$ cat config.mk
export PLATFORM = sky130hd
export DESIGN_NAME = pll_lock_ctrl
export DESIGN_NICKNAME = d
export VERILOG_FILES = /design/src/rtl/pll_lock_ctrl.sv
export SDC_FILE = /design/constraint.sdc
export NUM_CORES = 1
export LEC_CHECK = 0
export BUFFER_PORTS_ARGS = -buffer_cell sky130_fd_sc_hd__buf_2
export CAP_MARGIN = 20
export CORE_AREA = 2 2 67 69
export CTS_CLUSTER_SIZE = 40
export DETAILED_ROUTE_END_ITERATION = 8
export DIE_AREA = 0 0 69 71
export GPL_TIMING_DRIVEN = 0
export PLACE_DENSITY_LB_ADDON = 0.3
export SLEW_MARGIN = 0
export SYNTH_ARGS = -nofsm -noshare
export SYNTH_HDL_FRONTEND = slang
export SYNTH_SLANG_ARGS = --single-unit
$ cat constraint.sdc
create_clock -name i_sys_clk -period 2.51 [get_ports i_sys_clk]
set_input_delay 0.1255 -clock i_sys_clk [delete_from_list [all_inputs] [get_ports i_sys_clk]]
set_output_delay 0.1255 -clock i_sys_clk [all_outputs]
set_load 0.1 [all_outputs]
$ cat src/rtl/pll_lock_ctrl.sv
// pll_lock_ctrl
//   Power-up and recovery sequencer for the PLL. The sequencer holds the PLL in
//   reset, then waits for lock. It requires lock to stay stable before it
//   releases the downstream reset. When lock times out it retries, and after a
//   bounded number of retries it reports a hard failure. Everything runs on
//   i_sys_clk.
//
// Ports
//   i_sys_clk     system clock
//   i_sys_rst_n   synchronous active-low reset
//   i_pll_locked  PLL locked flag; asynchronous, so it is synchronized here
//   i_relock_req  single-cycle restart request; acted on in RUN and FAIL only
//   o_pll_areset  PLL reset, active-high
//   o_clk_rst_n   downstream reset, active-low; high only in RUN
//   o_clk_ready   high only in RUN
//   o_lock_err    high only in FAIL
//   o_retry_cnt   failed lock attempts in the current sequence
//   o_lost_cnt    lock-loss events seen in RUN; saturates at 255
module pll_lock_ctrl #(
  parameter int RST_HOLD_CYC     = 10,
  parameter int LOCK_STABLE_CYC  = 1000,
  parameter int LOCK_TIMEOUT_CYC = 50000,
  parameter int MAX_RETRY        = 3
) (
  input  logic       i_sys_clk,
  input  logic       i_sys_rst_n,
  input  logic       i_pll_locked,
  input  logic       i_relock_req,
  output logic       o_pll_areset,
  output logic       o_clk_rst_n,
  output logic       o_clk_ready,
  output logic       o_lock_err,
  output logic [1:0] o_retry_cnt,
  output logic [7:0] o_lost_cnt
);

  // The counter only has to reach (largest period - 1).
  localparam int CNT_MAX_AB = (RST_HOLD_CYC > LOCK_STABLE_CYC) ? RST_HOLD_CYC : LOCK_STABLE_CYC;
  localparam int CNT_MAX    = (CNT_MAX_AB > LOCK_TIMEOUT_CYC) ? CNT_MAX_AB : LOCK_TIMEOUT_CYC;
  localparam int CNT_W      = (CNT_MAX > 1) ? $clog2(CNT_MAX) : 1;

  localparam logic [CNT_W-1:0] HOLD_LAST    = CNT_W'(RST_HOLD_CYC - 1);
  localparam logic [CNT_W-1:0] STABLE_LAST  = CNT_W'(LOCK_STABLE_CYC - 1);
  localparam logic [CNT_W-1:0] TIMEOUT_LAST = CNT_W'(LOCK_TIMEOUT_CYC - 1);
  localparam logic [1:0]       RETRY_LAST   = 2'(MAX_RETRY);

  typedef enum logic [2:0] {
    ST_HOLD   = 3'd0,
    ST_WAIT   = 3'd1,
    ST_STABLE = 3'd2,
    ST_RUN    = 3'd3,
    ST_FAIL   = 3'd4
  } state_t;

  state_t           r_state;
  logic [CNT_W-1:0] r_cnt;
  logic             r_sync1;
  logic             r_lock_s;
  logic [1:0]       r_retry_cnt;
  logic [7:0]       r_lost_cnt;
  logic             r_pll_areset;
  logic             r_clk_rst_n;
  logic             r_clk_ready;
  logic             r_lock_err;

  state_t           w_state_nxt;
  logic [1:0]       w_retry_nxt;
  logic             w_lost_inc;
  logic             w_state_chg;
  logic             w_counting;

  // Next-state, retry and lock-loss decode from the current state and the synchronized lock.
  always_comb begin
    w_state_nxt = r_state;
    w_retry_nxt = r_retry_cnt;
    w_lost_inc  = 1'b0;
    case (r_state)
      ST_HOLD: begin
        if (r_cnt == HOLD_LAST) w_state_nxt = ST_WAIT;
        else                    w_state_nxt = ST_HOLD;
      end
      ST_WAIT: begin
        if (r_lock_s) begin
          w_state_nxt = ST_STABLE;
        end else if (r_cnt == TIMEOUT_LAST) begin
          if (r_retry_cnt == RETRY_LAST) begin
            w_state_nxt = ST_FAIL;
          end else begin
            w_retry_nxt = r_retry_cnt + 2'd1;
            w_state_nxt = ST_HOLD;
          end
        end else begin
          w_state_nxt = ST_WAIT;
        end
      end
      ST_STABLE: begin
        // A dropout during qualification restarts the lock wait, not the attempt.
        if (!r_lock_s) begin
          w_state_nxt = ST_WAIT;
        end else if (r_cnt == STABLE_LAST) begin
          w_state_nxt = ST_RUN;
          w_retry_nxt = 2'd0;
        end else begin
          w_state_nxt = ST_STABLE;
        end
      end
      ST_RUN: begin
        // Lock loss takes priority, so a simultaneous relock request is counted only once.
        if (!r_lock_s) begin
          w_state_nxt = ST_HOLD;
          w_lost_inc  = 1'b1;
        end else if (i_relock_req) begin
          w_state_nxt = ST_HOLD;
        end else begin
          w_state_nxt = ST_RUN;
        end
      end
      ST_FAIL: begin
        if (i_relock_req) begin
          w_state_nxt = ST_HOLD;
          w_retry_nxt = 2'd0;
        end else begin
          w_state_nxt = ST_FAIL;
        end
      end
      default: begin
        w_state_nxt = ST_HOLD;
        w_retry_nxt = 2'd0;
      end
    endcase
  end

  assign w_state_chg = (w_state_nxt != r_state);
  assign w_counting  = (r_state == ST_HOLD) || (r_state == ST_WAIT) || (r_state == ST_STABLE);

  // Synchronizer, FSM state, counters and registered Moore outputs.
  // The outputs are decoded from the next state, so they change on the same edge as the state.
  always_ff @(posedge i_sys_clk) begin
    if (!i_sys_rst_n) begin
      r_sync1      <= 1'b0;
      r_lock_s     <= 1'b0;
      r_state      <= ST_HOLD;
      r_cnt        <= '0;
      r_retry_cnt  <= 2'd0;
      r_lost_cnt   <= 8'd0;
      r_pll_areset <= 1'b1;
      r_clk_rst_n  <= 1'b0;
      r_clk_ready  <= 1'b0;
      r_lock_err   <= 1'b0;
    end else begin
      r_sync1     <= i_pll_locked;
      r_lock_s    <= r_sync1;
      r_state     <= w_state_nxt;
      r_retry_cnt <= w_retry_nxt;
      if (w_state_chg)     r_cnt <= '0;
      else if (w_counting) r_cnt <= r_cnt + {{(CNT_W-1){1'b0}}, 1'b1};
      else                 r_cnt <= r_cnt;
      if (w_lost_inc && (r_lost_cnt != 8'hFF)) r_lost_cnt <= r_lost_cnt + 8'd1;
      else                                     r_lost_cnt <= r_lost_cnt;
      r_pll_areset <= (w_state_nxt == ST_HOLD) || (w_state_nxt == ST_FAIL);
      r_clk_rst_n  <= (w_state_nxt == ST_RUN);
      r_clk_ready  <= (w_state_nxt == ST_RUN);
      r_lock_err   <= (w_state_nxt == ST_FAIL);
    end
  end

  assign o_pll_areset = r_pll_areset;
  assign o_clk_rst_n  = r_clk_rst_n;
  assign o_clk_ready  = r_clk_ready;
  assign o_lock_err   = r_lock_err;
  assign o_retry_cnt  = r_retry_cnt;
  assign o_lost_cnt   = r_lost_cnt;

endmodule

==> impl_metrics.ini, run 1 <==
[cts]
cts_repair_resize_count = 0
cts_tree = done
cts_setup_buffers = 0
htreeDepth = 2
insertion_delay_ns = 0.29
cts_inserted_buffers = 5
cts_root_buffer = clkbuf_8
cts_sinks = 34
holdBufCountCts = 0
clkTransAtPathRegs_ns = 0.07
clockBufferDepth = 2

[finish]
final_nets = 228
drive_above_1_share_pct = 20.81
areaGrowthSynthToFinish_pct = 15.78
n_antenna_cell = 0
utilization_pct = 49.35
fin_cells = 273

[critical_path]
r2r-start = r_cnt[0]
worstSetupEndpointType = register
setup.worst_path.start = r_cnt[0]
cp-start-kind = register
cp.required_ns = 2.69
worstSetupPathType = register to register
r2r-end = r_cnt[12]
cp.arrival_ns = 2.20
reg2reg_depth = 7
path_max_fanout = 10
worst-r2r-setup-slack_ns = 0.49
crit_end = r_cnt[12]

[synth]
synth_cells = 197
syn_area_sq_um = 1792
post_synth.cell_area_avg_sq_um = 9.095
ys_ff_latch = 34
yosys-top-cells-area = dfxtp_1, xor2_1, nor3_2
yosys-top-cells-count = dfxtp_1, nor3_1, nand2_1, xor2_1, nand3_1
async_flop_share_pct = 0
synth-edff-count = 0
yosysTopAreaCell = dfxtp_1
synth_top_area_share_pct = 37.99
ys_warn_count = 0
synthMostInstantiatedCell = dfxtp_1
synth_cell_types = 50
synth_nets = 205
ys.flop_type = dfxtp_1
ys_seq_area_share_pct = 37.99

[timing]
worst_hold_slack_ns = 0.04979
worst_pin_slew_ns = 0.6012
max_slew_margin_pct = 59.65
hold_viol = 0
fin_crit_sh_pct = 80.52
tns_ns = 0
slew_violations = 0
period_minus_slack_ns = 2.021
final-setup-viol-count = 0
rsz0062_at_grt = false
skew_ns = 0.006295
clock.fmax_ghz = 0.4948

[placement]
dp.cells = 265
hpwl_mm = 2.408
gp_congestion = 0.7626
port_buffers = 16

[global_route]
grt_pass1_vias = 1299
grt_max_degree = 13
grt_pass1_wl_mm = 5.954
antenna_found_initial = 0
grtUsageTotal_pct = 14.96
grt_overflow = 0

[floorplan]
die_h_um = 71
io_pins = 18
die_x_um = 69
start_util_pct = 42.62
core_sq_um = 4204
rows = 24
dieArea_sq_um = 4899

[detailed_routing]
drt-total-wl_mm = 3.404
dr.pass1.iters = 4
drtAntennaViolNets = 0
wl_per_cell_um = 12.47
route.vias.total = 1423
drt_drc_violations_left = 0
drt_iter0_drc = 40
drt-vias-per-instance = 5.212

[power_and_ir_drop]
power_frac_clock_pct = 50.4
switching_share_pct = 20.07
powerDensity_nw_per_um2 = 579.8
combPwrFrac_pct = 3.4
p_switching_uw = 241.5
p_leak_nw = 0.8082
internal_power_uw = 961.4
ir_worst_vdd_v = 0.0003447
total_power_mw = 1.203
power_frac_seq_pct = 46.2

[min_path]
hp-class = input port to register

[job]
cap_viol_max_count = 0

[run_status]
status = completed
==> power by group through the flow <==
| stage | clock, mW | combinational [mW] | sequential (mW) |
|---|---|---|---|
| 2_1_floorplan | 0 | 0.0313 | 0.566 |
| 6_report | 0.607 | 0.0411 | 0.555 |
| 3_5_place_dp | 0 | 0.0415 | 0.568 |
| 3_3_place_gp | 0 | 0.0410 | 0.568 |
| 5_1_grt | 0.640 | 0.0469 | 0.556 |
| 4_1_cts | 0.623 | 0.0417 | 0.555 |
==> layout make-up <==
cell class | count | area [sq um]
Clock inverter | 3 | 68.82
Inverter | 8 | 30.03
Tap cell | 52 | 65.06
Sequential cell | 34 | 680.7
Timing Repair Buffer | 16 | 80.08
Fill cell | 419 | 2130
Buffer | 9 | 80.08
Multi-Input combinational cell | 146 | 1001
Clock buffer | 5 | 68.82
==> metal layers <==
layer  share of wire, %  GRT usage (%)
met4                1.1          4.575
met3                3.3          4.701
met5                  0              0
met1                 50          18.96
met2                 46          24.47
==> kinds of logic (layout without fill, tap and decap cells) <==
family | count (synthesis) | count (layout) | synth area share (%)
and+or+nand+nor | 95 | 95 | 32.05
buffers and inverters | 17 | 41 | 6.145
muxes | 3 | 3 | 1.676
adders and majority gates | 4 | 4 | 2.793
AOI/OAI and AO/OA | 23 | 23 | 9.079
xor gates and xnor gates | 21 | 21 | 10.27
DFF | 34 | 34 | 37.99
==> registers in the layout, summed over array words and instances (netlist names) <==
register and flops:
o_retry_cnt 2, r_state 3, r_cnt 16, r_lock_s 1, o_clk_ready 1, r_sync1 1
o_lock_err 1, o_pll_areset 1, o_lost_cnt 8
==> per-stage QoR <==
| stage | setup slack [ns] | instance area (sq um) |
|---|---|---|
| 2_1_floorplan | 0.1333 | 1792 |
| 3_3_place_gp | 0.4961 | 1937 |
| 3_5_place_dp | 0.4879 | 1937 |
| 4_1_cts | 0.4705 | 2074 |
| 5_1_grt | 0.3009 | 2074 |
| 6_report | 0.4890 | 2074 |
==> placed cells by master (no fill, tap or decap), drive strengths merged, types with 4 or more instances in the layout <==
| cell type | n |
|---|---|
| xnor2 | 9 |
| nor3 | 24 |
| o21ai | 7 |
| nand2 | 12 |
| buf | 20 |
| ha | 4 |
| nand4 | 6 |
| nor2 | 10 |
| nand3 | 11 |
| and2 | 9 |
| dfxtp | 34 |
| clkbuf | 10 |
| xor2 | 12 |
| inv | 8 |
==> worst min path at each step <==
stage	startpoint	to	slack, ns	cells past startpoint
4_1_cts	i_pll_locked	r_sync1	0.04	2
6_report	i_pll_locked	r_sync1	0.05	2
3_5_place_dp	i_pll_locked	r_sync1	0.34	2
5_1_grt	i_pll_locked	r_sync1	0.06	2
2_1_floorplan	i_pll_locked	r_sync1	0.25	1
3_3_place_gp	i_pll_locked	r_sync1	0.33	2
==> critical path: stages (launching register included) <==
cell	delay, ns
dfxtp_1	0.41
ha_1	0.27
nand4_1	0.22
nor3_1	0.19
a21boi_1	0.17
o21ai_2	0.37
buf_6	0.23
nor3_2	0.06
Note: power is estimated with default switching activity, not from simulation.
==> run 2, diff against run 1 <==
ABC_AREA = 1   (was default)
CORE_AREA = 2 2 70 72   (was 2 2 67 69)
DIE_AREA = 0 0 72 74   (was 0 0 69 71)
clock period = 1.9 ns   (was 2.51 ns; I/O delays follow)
==> impl_metrics.ini, run 2 <==
[global_route]
grtUsageTotal_pct = 16.96
grt_max_degree = 11
grt_overflow = 0
grt_pass1_vias = 1631
antenna_found_initial = 0
grt_pass1_wl_mm = 7.203

[finish]
utilization_pct = 49.71
top_register = r_cnt
final_cell_mix = nand2_1, nor2_1, inv_1
areaGrowthSynthToFinish_pct = 13.55
final_nets = 320
fin_cells = 367
n_antenna_cell = 0
drive_above_1_share_pct = 25.24
layout_commonest_cell = nand2_1
largest_reg_flops = 16

[timing]
clock.fmax_ghz = 0.5685
fin_crit_sh_pct = 92.58
period_minus_slack_ns = 1.759
max_slew_margin_pct = 67.81
hold_viol = 0
worst_hold_slack_ns = 0.08980
slew_violations = 0
skew_ns = 0.006870
setup_ws_ns = 0.1410
final-setup-viol-count = 0
worst_pin_slew_ns = 0.4862

[detailed_routing]
drt-total-wl_mm = 4.038
wl_per_cell_um = 11.00
drt-vias-per-instance = 4.820
route.vias.total = 1769
drt_iter0_drc = 118
drt_drc_violations_left = 0
drtAntennaViolNets = 0
dr.pass1.iters = 4

[cts]
clockBufferDepth = 2
htreeDepth = 2
cts_root_buffer = clkbuf_8
clkTransAtPathRegs_ns = 0.07
insertion_delay_ns = 0.28
cts_tree = done
cts_inserted_buffers = 5
cts_sinks = 34

[min_path]
hp-class = input port to register
hold_depth = 3

[critical_path]
path_max_fanout = 10
cp.required_ns = 2.07
worstSetupPathType = register to register
r2r-end = r_cnt[12]
crit_end = r_cnt[12]
setup.worst_path.start = r_cnt[1]
reg2reg_depth = 9
worst-r2r-setup-slack_ns = 0.14
r2r-start = r_cnt[1]
cp.arrival_ns = 1.93
cp-start-kind = register
worstSetupEndpointType = register

[synth]
post_synth.cell_area_avg_sq_um = 7.039
ys_seq_area_share_pct = 33.81
synthMostInstantiatedCell = nand2_1
synth-edff-count = 0
yosys-top-cells-area = dfxtp_1, nand2_1, nor2_1
ys_warn_count = 0
ys.flop_type = dfxtp_1
synth_nets = 294
ys_ff_latch = 34
async_flop_share_pct = 0
synth_cells = 286
synth_cell_types = 34
yosys-top-cells-count = nand2_1, nor2_1, inv_1
synth_top_area_share_pct = 33.81
syn_area_sq_um = 2013
yosysTopAreaCell = dfxtp_1

[placement]
post-place-ws_ns = 0.1166
dp.cells = 357
gp_congestion = 0.8410
port_buffers = 17
hpwl_mm = 3.167

[floorplan]
io_pins = 18
core_sq_um = 4598
die_x_um = 72
dieArea_sq_um = 5328
die_h_um = 74
rows = 25
start_util_pct = 43.78

[power_and_ir_drop]
ir_worst_vdd_v = 0.0002853
powerDensity_nw_per_um2 = 585.2
total_power_mw = 1.338
p_leak_nw = 0.9800

[job]
cap_viol_max_count = 0

[run_status]
status = completed
-- run 2: cell types whose count changed in the layout (fill, tap and decap cells not counted), moves of 6 or more --
cell     previous run  this run
nand2_2             0         9
inv_1               8        37
dfxtp_2             0         7
dfxtp_1            34        27
inv_2               0         6
a21oi_1             2         9
and2_1              9         0
nor2_1             10        39
nand2_1            12        59
-- run 2: critical path: stages (launching register included) --
cell and delay, ns:
dfxtp_1 0.40, ha_2 0.25, nand3_1 0.13, nor2_4 0.14
nand2_2 0.07, nand3_1 0.07, nand2_1 0.10, o21ai_4 0.27
buf_12 0.18, nor3_2 0.04
-- run 2: how the worst min path moves through the flow --
stage                          endpoint         start
final                     o_lost_cnt[6]   i_sys_rst_n
after global routing      o_lost_cnt[6]   i_sys_rst_n
after CTS                 o_lost_cnt[6]   i_sys_rst_n
after detailed placement        r_sync1  i_pll_locked
after global placement          r_sync1  i_pll_locked
after floorplan                 r_sync1  i_pll_locked
-- run 2: where the power goes --
part / internal, mW / total (mW) / switching [mW]
Clock: 0.292 / 0.544 / 0.252
Combinational: 0.0246 / 0.0625 / 0.0378
Sequential: 0.721 / 0.731 / 0.0101
Total: 1.04 / 1.34 / 0.300
-- run 2: cell type report --
type | instances | area, sq um
fillers | 476 | 2312
multi-input cells | 203 | 1121
flip-flops and latches | 34 | 689.4
inverters | 44 | 166.4
repair buffers | 19 | 102.6
clock buffers | 7 | 86.33
well taps | 54 | 67.56
plain buffers | 5 | 47.55
clock inverters | 1 | 5.005
-- run 2: through the flow --
| stage | instance area [sq um] | TNS, ns |
|---|---|---|
| final | 2286 | 0 |
| after global routing | 2286 | -0.02970 |
| after CTS | 2275 | 0 |
| after detailed placement | 2173 | 0 |
| after global placement | 2173 | 0 |
| after floorplan | 2021 | 0 |
-- run 2: kinds of logic (layout without fill, tap and decap cells) --
kind of cell / after synthesis / count (layout) / synth area share (%)
adders and majority gates: 4 / 4 / 2.486
and+or+nand+nor: 165 / 165 / 41.08
buffers and inverters: 49 / 76 / 10.63
DFF: 34 / 34 / 33.81
xor gates and xnor gates: 13 / 13 / 5.656
AOI/OAI and AO/OA: 21 / 21 / 6.340
-- run 2: what timing repair did --
| action | in CTS | in global routing |
|---|---|---|
| endpoints found under the setup margin | 0 | 10 |
| endpoints found under the hold margin | 1 | 0 |
| resized for setup | 0 | 2 |
| hold buffers | 1 | 0 |
| buffers inserted | 0 | 1 |
-- run 2: per-layer routing --
| layer | global-route usage [%] | up-vias | wire length (um) |
|---|---|---|---|
| met5 | 0 | - | 0 |
| met2 | 27.57 | 18 | 1827 |
| met4 | 6.289 | 0 | 62 |
| li1 | - | 946 | - |
| met1 | 22.56 | 799 | 2048 |
| met3 | 3.252 | 6 | 100 |
==> run 3, diff against run 2 <==
CAP_MARGIN = 30   (was 20)
clock period = 1.96 ns   (was 1.9 ns; I/O delays follow)
==> impl_metrics.ini, run 3 (synthesis results as in run 2) <==
[run_status]
status = completed

[detailed_routing]
drt_drc_violations_left = 0
drt-total-wl_mm = 4.041
drtAntennaViolNets = 0
dr.pass1.iters = 4
route.vias.total = 1765
drt_iter0_drc = 116
wl_per_cell_um = 11.04
drt-vias-per-instance = 4.822

[placement]
port_buffers = 17
hpwl_mm = 3.167
placed_cell_area_sq_um = 2173
gp_congestion = 0.8410

[power_and_ir_drop]
total_power_mw = 1.298
ir_worst_vdd_v = 0.0002766
p_leak_nw = 0.9771
powerDensity_nw_per_um2 = 570.7

[critical_path]
worstSetupPathType = register to register
max_stage_delay_ns = 0.41
crit_family = simple AND/OR/NAND/NOR gates
path_cells = ha_1, nand3_1, nor2_4, nand2_2, nand3_1, nand2_1, o21ai_4, buf_12, nor3_2
cp_slowest_cell = dfxtp_1
cp-start-kind = register
worstSetupEndpointType = register
cp.arrival_ns = 1.95
worst-r2r-setup-slack_ns = 0.18
cpMostUsedCell = nand3_1
path_max_fanout = 10
path_buf_inv = 1
cp.required_ns = 2.14

[floorplan]
rows = 25
start_util_pct = 43.78
io_pins = 18
core_sq_um = 4598
die_x_um = 72
dieArea_sq_um = 5328
die_h_um = 74

[timing]
final-setup-viol-count = 0
clock.fmax_ghz = 0.5624
hold_viol = 0
max_slew_margin_pct = 67.81
worst_pin_slew_ns = 0.4862
slew_violations = 0
worst_hold_slack_ns = 0.09243
skew_ns = 0.006102
fin_crit_sh_pct = 90.72
period_minus_slack_ns = 1.778
rsz0062_at_grt = false
tns_ns = 0

[min_path]
hp-class = input port to register

[finish]
drive_above_1_share_pct = 24.36
n_antenna_cell = 0
top_register = r_cnt
final_cell_mix = nand2_1, nor2_1, inv_1
fill_cells = 480
areaGrowthSynthToFinish_pct = 12.99
largest_reg_flops = 16
final_area_sq_um = 2275
final_nets = 319
layout_commonest_cell = nand2_1

[cts]
htreeDepth = 2
cts_setup_buffers = 0
cts_sinks = 34
cts_root_buffer = clkbuf_8
cts_inserted_buffers = 5
clkTransAtPathRegs_ns = 0.07
clockBufferDepth = 2
cts_tree = done
insertion_delay_ns = 0.28

[global_route]
grt_max_degree = 11
grtUsageTotal_pct = 16.96
grt_pass1_wl_mm = 7.203
grt_overflow = 0
antenna_found_initial = 0
grt_pass1_vias = 1631

[job]
cap_viol_max_count = 0
## run 3: changes by cell type in the layout (fill, tap and decap cells not counted), sizes merged
cell / previous run / this run
buf: 22 / 21
## run 3: timing repair
item                      in CTS  in global routing
hold endpoints to repair       1                  0
hold buffers                   1                  0
gates resized for setup        0                  0
## run 3: worst min-delay path: cells and delay by family
family | cells | cell delay (ns)
compound gates | 1 | 0.04
buf+inv | 1 | 0.13
simple gates | 1 | 0.07
## run 3: final timing paths
check,endpoint,start,depth (start not counted)
max,r_cnt[13],r_cnt[0],9
min,o_lost_cnt[6],i_sys_rst_n,3
max reg2reg,r_cnt[13],r_cnt[0],9
min reg2reg,r_lock_s,r_sync1,2
## run 3: routing by layer
layer	share of wire (%)	track usage, %	vias to the layer above
met4	1.5	6.289	0
met5	0	0	-
met2	46	27.57	17
met3	2.4	3.252	6
met1	50	22.56	799
li1	-	-	943
## run 3: stage by stage
| stage | cells | worst slack (ns) | utilization, % |
|---|---|---|---|
| 2_1_floorplan | 286 | 0.07902 | - |
| 3_3_place_gp | 357 | 0.1948 | 47.27 |
| 3_5_place_dp | 357 | 0.1766 | 47.27 |
| 4_1_cts | 366 | 0.1679 | 49.47 |
| 5_1_grt | 366 | 0.02293 | 49.47 |
| 6_report | 366 | 0.1819 | 49.47 |
## run 3: power breakdown
part           total (mW)  leakage [nW]  switching, mW  internal, mW
Sequential          0.708         0.278        0.00953         0.699
Clock               0.530        0.0482          0.247         0.283
Combinational      0.0600         0.651         0.0365        0.0235
Total                1.30         0.977          0.293          1.01
## run 3: layout make-up
class | count | area [sq um] | share of cell area [%]
inverters | 44 | 166.4 | 7.316
clock buffers | 7 | 86.33 | 3.795
flip-flops and latches | 34 | 688.2 | 30.25
plain buffers | 5 | 47.55 | 2.090
multi-input cells | 203 | 1119 | 49.17
clock inverters | 1 | 5.005 | 0.2200
repair buffers | 18 | 95.09 | 4.180
well taps | 54 | 67.56 | 2.970
